`config.mk`:
```
export PLATFORM = sky130hd
export DESIGN_NAME = uart_fifo_ctrl
export DESIGN_NICKNAME = d
export VERILOG_FILES = /design/src/rtl/uart_fifo_ctrl.sv
export SDC_FILE = /design/constraint.sdc
export NUM_CORES = 1
export LEC_CHECK = 0
export ABC_AREA = 0
export BUFFER_PORTS_ARGS = -buffer_cell sky130_fd_sc_hd__buf_2
export CAP_MARGIN = 40
export CORE_MARGIN = 10
export CORE_UTILIZATION = 55
export DETAILED_ROUTE_END_ITERATION = 10
export PLACE_DENSITY = 0.71
export SLEW_MARGIN = 10
export SYNTH_ARGS = -nofsm -noshare
export SYNTH_HDL_FRONTEND = slang
export SYNTH_SLANG_ARGS = --single-unit
```
`constraint.sdc`:
```
create_clock -name clk -period 3 [get_ports clk]
set_clock_uncertainty 0.05 [all_clocks]
set_input_delay 0.6 -clock clk [delete_from_list [all_inputs] [get_ports clk]]
set_output_delay 0.6 -clock clk [all_outputs]
set_load 0.02 [all_outputs]
```
`src/rtl/uart_fifo_ctrl.sv`:
```
// Purpose: host-side byte FIFOs (TX and RX) bridging a host bus to a simple UART transmitter/receiver handshake.
// Latency: a TX byte reaches out_byte 2 cycles after T_IDLE sees it queued; an RX byte is readable the cycle after data_rdy.
// Backpressure: tx_wr is ignored while TX is full; a received byte arriving on a full RX FIFO is dropped and sets rx_ovf.
//
// Ports:
//   clk, rst (async active-low)
//   host TX : tx_wr, tx_data -> tx_full, tx_count
//   host RX : rx_rd -> rx_data (show-ahead), rx_empty, rx_count, rx_ovf; ovf_clr
//   UART TX : cts -> send, out_byte
//   UART RX : data_rdy, in_byte -> clear
module uart_fifo_ctrl #(
    parameter int DEPTH = 8,
    parameter int AW    = 3
) (
    input  logic          clk,
    input  logic          rst,
    input  logic          tx_wr,
    input  logic [7:0]    tx_data,
    output logic          tx_full,
    output logic [AW:0]   tx_count,
    input  logic          rx_rd,
    output logic [7:0]    rx_data,
    output logic          rx_empty,
    output logic [AW:0]   rx_count,
    output logic          rx_ovf,
    input  logic          ovf_clr,
    input  logic          cts,
    output logic          send,
    output logic [7:0]    out_byte,
    input  logic          data_rdy,
    input  logic [7:0]    in_byte,
    output logic          clear
);

    typedef enum logic [1:0] {T_IDLE, T_LOAD, T_START, T_WAIT} tx_state_t;
    typedef enum logic [1:0] {R_IDLE, R_ACK, R_WAIT} rx_state_t;

    localparam logic [AW:0] L_FULL = (AW+1)'(DEPTH);

    logic [7:0]    r_tx_mem [DEPTH];
    logic [7:0]    r_rx_mem [DEPTH];
    logic [AW-1:0] r_tx_wptr, r_tx_rptr, r_rx_wptr, r_rx_rptr;
    logic [AW:0]   r_tx_count, r_rx_count;
    logic [7:0]    r_out_byte;
    logic          r_rx_ovf;
    logic          r_tx_hold;
    tx_state_t     r_tx_state, w_tx_next;
    rx_state_t     r_rx_state, w_rx_next;

    logic w_tx_full, w_tx_push, w_tx_pop;
    logic w_rx_take, w_rx_push, w_rx_pop, w_rx_drop;
    logic w_send, w_clear;

    // A pop in the same cycle frees a slot, so a push on a full FIFO is accepted then.
    assign w_tx_full = (r_tx_count == L_FULL);
    assign w_tx_pop  = (r_tx_state == T_LOAD);
    assign w_tx_push = tx_wr && (!w_tx_full || w_tx_pop);

    // Each data_rdy assertion is sampled only in R_IDLE, giving exactly one push or drop.
    assign w_rx_take = (r_rx_state == R_IDLE) && data_rdy;
    assign w_rx_pop  = rx_rd && (r_rx_count != '0);
    assign w_rx_push = w_rx_take && ((r_rx_count != L_FULL) || w_rx_pop);
    assign w_rx_drop = w_rx_take && !w_rx_push;

    assign tx_full  = w_tx_full;
    assign tx_count = r_tx_count;
    assign rx_count = r_rx_count;
    assign rx_empty = (r_rx_count == '0);
    assign rx_data  = r_rx_mem[r_rx_rptr];
    assign rx_ovf   = r_rx_ovf;
    assign out_byte = r_out_byte;
    assign send     = w_send;
    assign clear    = w_clear;

    // Storage is not reset; only pointers and counts define validity.
    always_ff @(posedge clk) begin
        if (w_tx_push) r_tx_mem[r_tx_wptr] <= tx_data;
        if (w_rx_push) r_rx_mem[r_rx_wptr] <= in_byte;
    end

    always_ff @(posedge clk or negedge rst) begin
        if (!rst) begin
            r_tx_wptr  <= '0;
            r_tx_rptr  <= '0;
            r_tx_count <= '0;
            r_rx_wptr  <= '0;
            r_rx_rptr  <= '0;
            r_rx_count <= '0;
            r_rx_ovf   <= 1'b0;
            r_out_byte <= 8'h00;
        end else begin
            if (w_tx_push) r_tx_wptr <= r_tx_wptr + 1'b1;
            if (w_tx_pop) begin
                r_tx_rptr  <= r_tx_rptr + 1'b1;
                r_out_byte <= r_tx_mem[r_tx_rptr];
            end
            case ({w_tx_push, w_tx_pop})
                2'b10:   r_tx_count <= r_tx_count + 1'b1;
                2'b01:   r_tx_count <= r_tx_count - 1'b1;
                default: ;
            endcase

            if (w_rx_push) r_rx_wptr <= r_rx_wptr + 1'b1;
            if (w_rx_pop)  r_rx_rptr <= r_rx_rptr + 1'b1;
            case ({w_rx_push, w_rx_pop})
                2'b10:   r_rx_count <= r_rx_count + 1'b1;
                2'b01:   r_rx_count <= r_rx_count - 1'b1;
                default: ;
            endcase

            // A drop in the same cycle as ovf_clr keeps the flag set.
            if (w_rx_drop)    r_rx_ovf <= 1'b1;
            else if (ovf_clr) r_rx_ovf <= 1'b0;
        end
    end

    // State registers; r_tx_hold is high from the second T_WAIT cycle on, so the
    // transmitter gets one cycle after send to drop cts before it is sampled.
    always_ff @(posedge clk or negedge rst) begin
        if (!rst) begin
            r_tx_state <= T_IDLE;
            r_rx_state <= R_IDLE;
            r_tx_hold  <= 1'b0;
        end else begin
            r_tx_state <= w_tx_next;
            r_rx_state <= w_rx_next;
            r_tx_hold  <= (r_tx_state == T_WAIT);
        end
    end

    always_comb begin
        w_tx_next = r_tx_state;
        w_send    = 1'b0;
        case (r_tx_state)
            T_IDLE:  if ((r_tx_count != '0) && cts) w_tx_next = T_LOAD;
            T_LOAD:  w_tx_next = T_START;
            T_START: begin
                w_send    = 1'b1;
                w_tx_next = T_WAIT;
            end
            T_WAIT:  if (r_tx_hold && cts) w_tx_next = T_IDLE;
            default: w_tx_next = T_IDLE;
        endcase
    end

    always_comb begin
        w_rx_next = r_rx_state;
        w_clear   = 1'b0;
        case (r_rx_state)
            R_IDLE:  if (data_rdy) w_rx_next = R_ACK;
            R_ACK: begin
                w_clear   = 1'b1;
                w_rx_next = R_WAIT;
            end
            R_WAIT:  if (!data_rdy) w_rx_next = R_IDLE;
            default: w_rx_next = R_IDLE;
        endcase
    end

endmodule

```
Word level (Yosys, flattened, before mapping)

Memory sizes are Yosys's and may differ from the RTL's. A register that Yosys moved wholly into a read port is not among the register bits.
Cells that the tools add are included.
W data, S select, Z words.

RAM bits: 128
Logic and storage cells: 73
Bits in registers: 26
Output and inout port bits: 29
Memories: 2

Reductions and logical operators: 22
Add/subtract/negate cells: 8
Muxes and demuxes: 16
Eq/ne operators: 15

Memory list:

| name     | depth | bits a word | rd ports | clocked after Yosys merged registers in | write ports | RTL line | RTL |
|---|---|---|---|---|---|---|---|
| r_rx_mem | 8     | 8           | 1        | 0                                       | 1           | 41       | `logic [7:0] r_rx_mem [DEPTH];` |
| r_tx_mem | 8     | 8           | 1        | 1                                       | 1           | 40       | `logic [7:0] r_tx_mem [DEPTH];` |

Operators by type and width:

| kind                  | number |
|---|---|
| $pmux W4 S2           | 2 |
| $add A3 B1 Y3 const B | 4 |
| $eq A2 B2 Y1 const B  | 5 |
| $add A4 B1 Y4 const B | 2 |
| $eq A2 B1 Y1 const B  | 4 |
| $mux W1               | 8 |
| $mux W2               | 4 |
| $pmux W2 S4           | 1 |
| $reduce_bool A4 Y1    | 2 |
| $sub A4 B1 Y4 const B | 2 |
| $logic_and A1 B1 Y1   | 7 |
| $ne A2 B2 Y1 const B  | 3 |
| $pmux W2 S3           | 1 |
| $reduce_bool A2 Y1    | 3 |
| $eq A4 B4 Y1 const B  | 1 |
| $logic_not A2 Y1      | 2 |
| $logic_not A4 Y1      | 1 |
| $ne A4 B4 Y1 const B  | 1 |
| $reduce_and A2 Y1     | 2 |
| $logic_not A1 Y1      | 3 |
| $logic_or A1 B1 Y1    | 2 |
| $ne A2 B1 Y1 const B  | 1 |

Logic depth before layout (Yosys ltp)

Depth after elaboration: 7
Gate-level depth with buffers: 11
Depth with buffers taken out: 11

Least setup slack after synthesis

Ideal clock, no wire load.

Kind: register to register
From: register r_tx_count[1] (netlist: tx_count[1])
To: register r_tx_count[2] (netlist: tx_count[2])
Data arrival time: 2.337 ns
Data required time: 2.815 ns
Stages on the path, launching flop included: 11
Library setup time: 0.135 ns
Path slack: 0.478 ns
Path buffers: 0
Path through: dfrtp_1 > or4b_1 > o21a_1 > inv_2 > ha_1 > xor2_1 > ha_1 > a21oi_1 > xor2_1 > nor2_1 > xor2_1

Cells in the longest elaborated chain, start to end: 6
Elaborated cells between the ends (all ways): 10
Those cells by class: 2 x add/sub; 3 x eq/ne; 1 x mux; 4 x reduce/logical

Ends and longest elaborated chain:

| element                                                  | RTL line | RTL |
|---|---|---|
| start, declared                                          | 43       | `logic [AW:0] r_tx_count, r_rx_count;` |
| start signal, assigned                                   | 98       | `2'b10: r_tx_count <= r_tx_count + 1'b1;` |
| start signal, assigned                                   | 99       | `2'b01: r_tx_count <= r_tx_count - 1'b1;` |
| $eq A4 B4 Y1                                             | 55       | `assign w_tx_full = (r_tx_count == L_FULL);` |
| $logic_not A1 Y1                                         | 57       | `assign w_tx_push = tx_wr && (!w_tx_full \|\| w_tx_pop);` |
| $logic_or A1 B1 Y1                                       | 57       |  |
| $logic_and A1 B1 Y1                                      | 57       |  |
| $eq A2 B1 Y1 / $eq A2 B2 Y1 (equally long branches)      | 97       | `case ({w_tx_push, w_tx_pop})` |
| $pmux W4 S2 / $reduce_bool A2 Y1 (equally long branches) | -        |  |

Several ways; a longest one is shown, not always the timed one.
A chain may end at the register's enable or synchronous reset.

Worst setup path after layout

From: register r_rx_rptr[0]
To: output rx_data[5]

Cells in the longest elaborated chain, start to end: 1

Ends and longest elaborated chain:

| element                | RTL line | RTL |
|---|---|---|
| start, declared        | 42       | `logic [AW-1:0] r_tx_wptr, r_tx_rptr, r_rx_wptr, r_rx_rptr;` |
| start signal, assigned | 104      | `if (w_rx_pop) r_rx_rptr <= r_rx_rptr + 1'b1;` |
| $mem_v2 Z8 W8          | -        |  |
| end, declared          | 22       | `output logic [7:0] rx_data,` |

No other way between the ends.

==> results.toml <==
[critical_path]
setup.worst_path.end_class = "primary output"
critical_path_class = "flop to primary output"
worstPathMaxFanout = 16
critPathLaunch = "r_rx_rptr[0]"
r2r_cells = 10
arrival_ps = 2160
critPathCapture = "rx_data[5]"
cp_data_required_time_ps = 2350
cp-start-kind = "flop"
r2r-start = "tx_count[1]"
r2r-end = "tx_count[2]"
regToRegSetupSlack_ps = 390

[route]
drt_iter0_markers = 213
first_pass_iters = 6
vias_per_cell = 5.548
drc = 0
postRouteAntennaNets = 0
routedWlPerCell_um = 19.82
vias = 3262
wl_um = 11660

[clock_network]
clockRootBuffer = "clkbuf_16"
ctsHoldBuffers = 0
htree_levels = 4
cts_inserted_buffers = 17
ctsResizeCount = 0
cts_setup_buffers = 0
clockBufferDepth = 2
cts.sinks = 162
clkTransAtPathRegs_ps = 60
clk_latency_ps = 420
cts_tree = "done"

[power]
total_power_mw = 7.660
powerDensity_mw_per_mm2 = 1006
irDropWorstVdd_mv = 0.5394
leakagePower_nw = 2.805

[grt]
grtUsageTotal_pct = 14.96
antenna_found_initial = 2
grt-ovfl-total = 0
grt_util_met3_pct = 5.016
grt_pass1_vias = 3470
grt_pass1_wl_um = 18530
gr-usage-met2_pct = 25.21
grtUsageMet1_pct = 17.06
busiest_layer = "met2"
grt_max_degree = 24

[placement]
place_ws_ps = 401.6
portBuffers = 51
gp_congestion = 0.7409
dp_hpwl_um = 7647
place_inst = 556

[logic_synthesis]
syn_avg_cell_area_um2 = 18.42
synth_edf_count = 128
yosys_warnings = 0
async_reset_ff_share_pct = 20.99
netlist_area_mm2 = 0.006558
syn-num-nets = 393
synth.distinct_cells = 42
ys_seq_elements = 162
synth_ff_type = "edfxtp_1"
syn_inst = 356
synth-seq-area-share_pct = 71.59

[timing]
period_needed_ps = 2812
slew_violations = 0
fin_crit_sh_pct = 93.73
rsz0062_at_grt = "no"
hold_viol = 0
slew_headroom_pct = 42.93
setup-violations-final = 0
worstMarginPinSlew_ps = 852.9
layout_setup_ws_ps = 188.2
max_freq_mhz = 355.6
finalSetupTns_ps = 0

[layout]
drive_gt1_share_pct = 33.03
fill_cells = 791
layout_commonest_cell = "edfxtp_1"
syn_to_final_growth_pct = 16.08
final_cell_mix = "edfxtp_1, buf_2, dfrtp_1"
fin_cells = 588
postLayoutCoreUtil_pct = 65.82
antenna_cells = 0
nets = 469

[run]
cap_violations = 0

[floorplanning]
die-area_mm2 = 0.01669
start_util_pct = 56.70
rows = 39
die_w_um = 129.2
core_area_mm2 = 0.01156
fp.dieH_um = 129.2
io_pins = 52

[worst_hold_path]
hp-class = "input port to async pin"

[status]
status = "completed"
-- worst max-delay path: stages (launching register included) --
cell and delay (ps):
dfrtp_1 390, buf_4 340, mux4_2 580, mux2_2 270, buf_2 160
-- stage by stage --
step / hold WS (ps) / area (um2)
2_1_floorplan: 254.4 / 6558
3_3_place_gp: 436.9 / 7027
3_5_place_dp: 444.1 / 7077
4_1_cts: 26.36 / 7612
5_1_grt: 30.40 / 7612
6_report: 32.57 / 7612
-- Yosys cell counts, types with 5 or more instances --
cell type  count  area (um2)
mux2_2        10       112.6
nor3_1         7       35.03
inv_1          8       30.03
buf_2          5       25.02
nand2b_1       7       43.79
a21oi_1       12       60.06
mux4_2        32       720.7
nor2_1        20       75.07
nand2_1       20       75.07
dfrtp_1       34       850.8
edfxtp_1     128        3844
xor2_1         6       52.55
ha_1          13       162.7
mux2i_1       10       100.1
xnor2_1        9       78.83
-- logic make-up after synthesis --
logic type / share of synthesized area, %
multiplexers: 14.63
AO/OA/AOI/OAI: 2.729
AND/OR/NAND/NOR: 4.674
buffers and inverters: 1.584
flip-flops: 71.59
XOR/XNOR: 2.003
adder cells (fa/ha/maj): 2.786
-- worst min-delay path by stage --
| stage | startpoint | to | slack [ps] | cells past startpoint |
|---|---|---|---|---|
| floorplan | rst | out_byte[0] | 250 | 0 |
| global placement | r_rx_rptr[1] | r_rx_rptr[1] | 440 | 2 |
| detailed placement | r_rx_rptr[0] | r_rx_rptr[0] | 440 | 1 |
| CTS | rst | out_byte[7] | 30 | 1 |
| global route | rst | out_byte[7] | 30 | 1 |
| finish | rst | r_tx_state[0] | 30 | 1 |
-- report_power, final --
part / internal [mW] / switching (mW)
Combinational: 1.17 / 1.27
Sequential: 2.88 / 0.401
Clock: 1.06 / 0.868
Total: 5.12 / 2.54
-- registers in the layout, summed over array words and instances, names as in the netlist --
register / count
r_tx_state: 2
r_rx_mem: 64
r_tx_hold: 1
r_tx_rptr: 3
out_byte: 8
r_rx_rptr: 3
r_rx_state: 2
r_tx_wptr: 3
r_rx_wptr: 3
r_tx_mem: 64
tx_count: 4
rx_count: 4
rx_ovf: 1
-- per-layer routing --
metal / vias to the layer above / wire, um
met4: 2 / 114
met2: 70 / 6027
met1: 1639 / 4811
met5: - / 13
li1: 1541 / -
met3: 10 / 688
-- area by class of cell --
class                           count  area, um2  share of cell area, %
Inverter                            9      33.78                 0.4438
Clock inverter                     14      106.4                  1.397
Multi-Input combinational cell    172       1759                  23.11
Clock buffer                       18      429.2                  5.638
Tap cell                          143      178.9                  2.350
Sequential cell                   162       4695                  61.67
Timing Repair Buffer               70      410.4                  5.391
(Power assumes the default switching activity.)
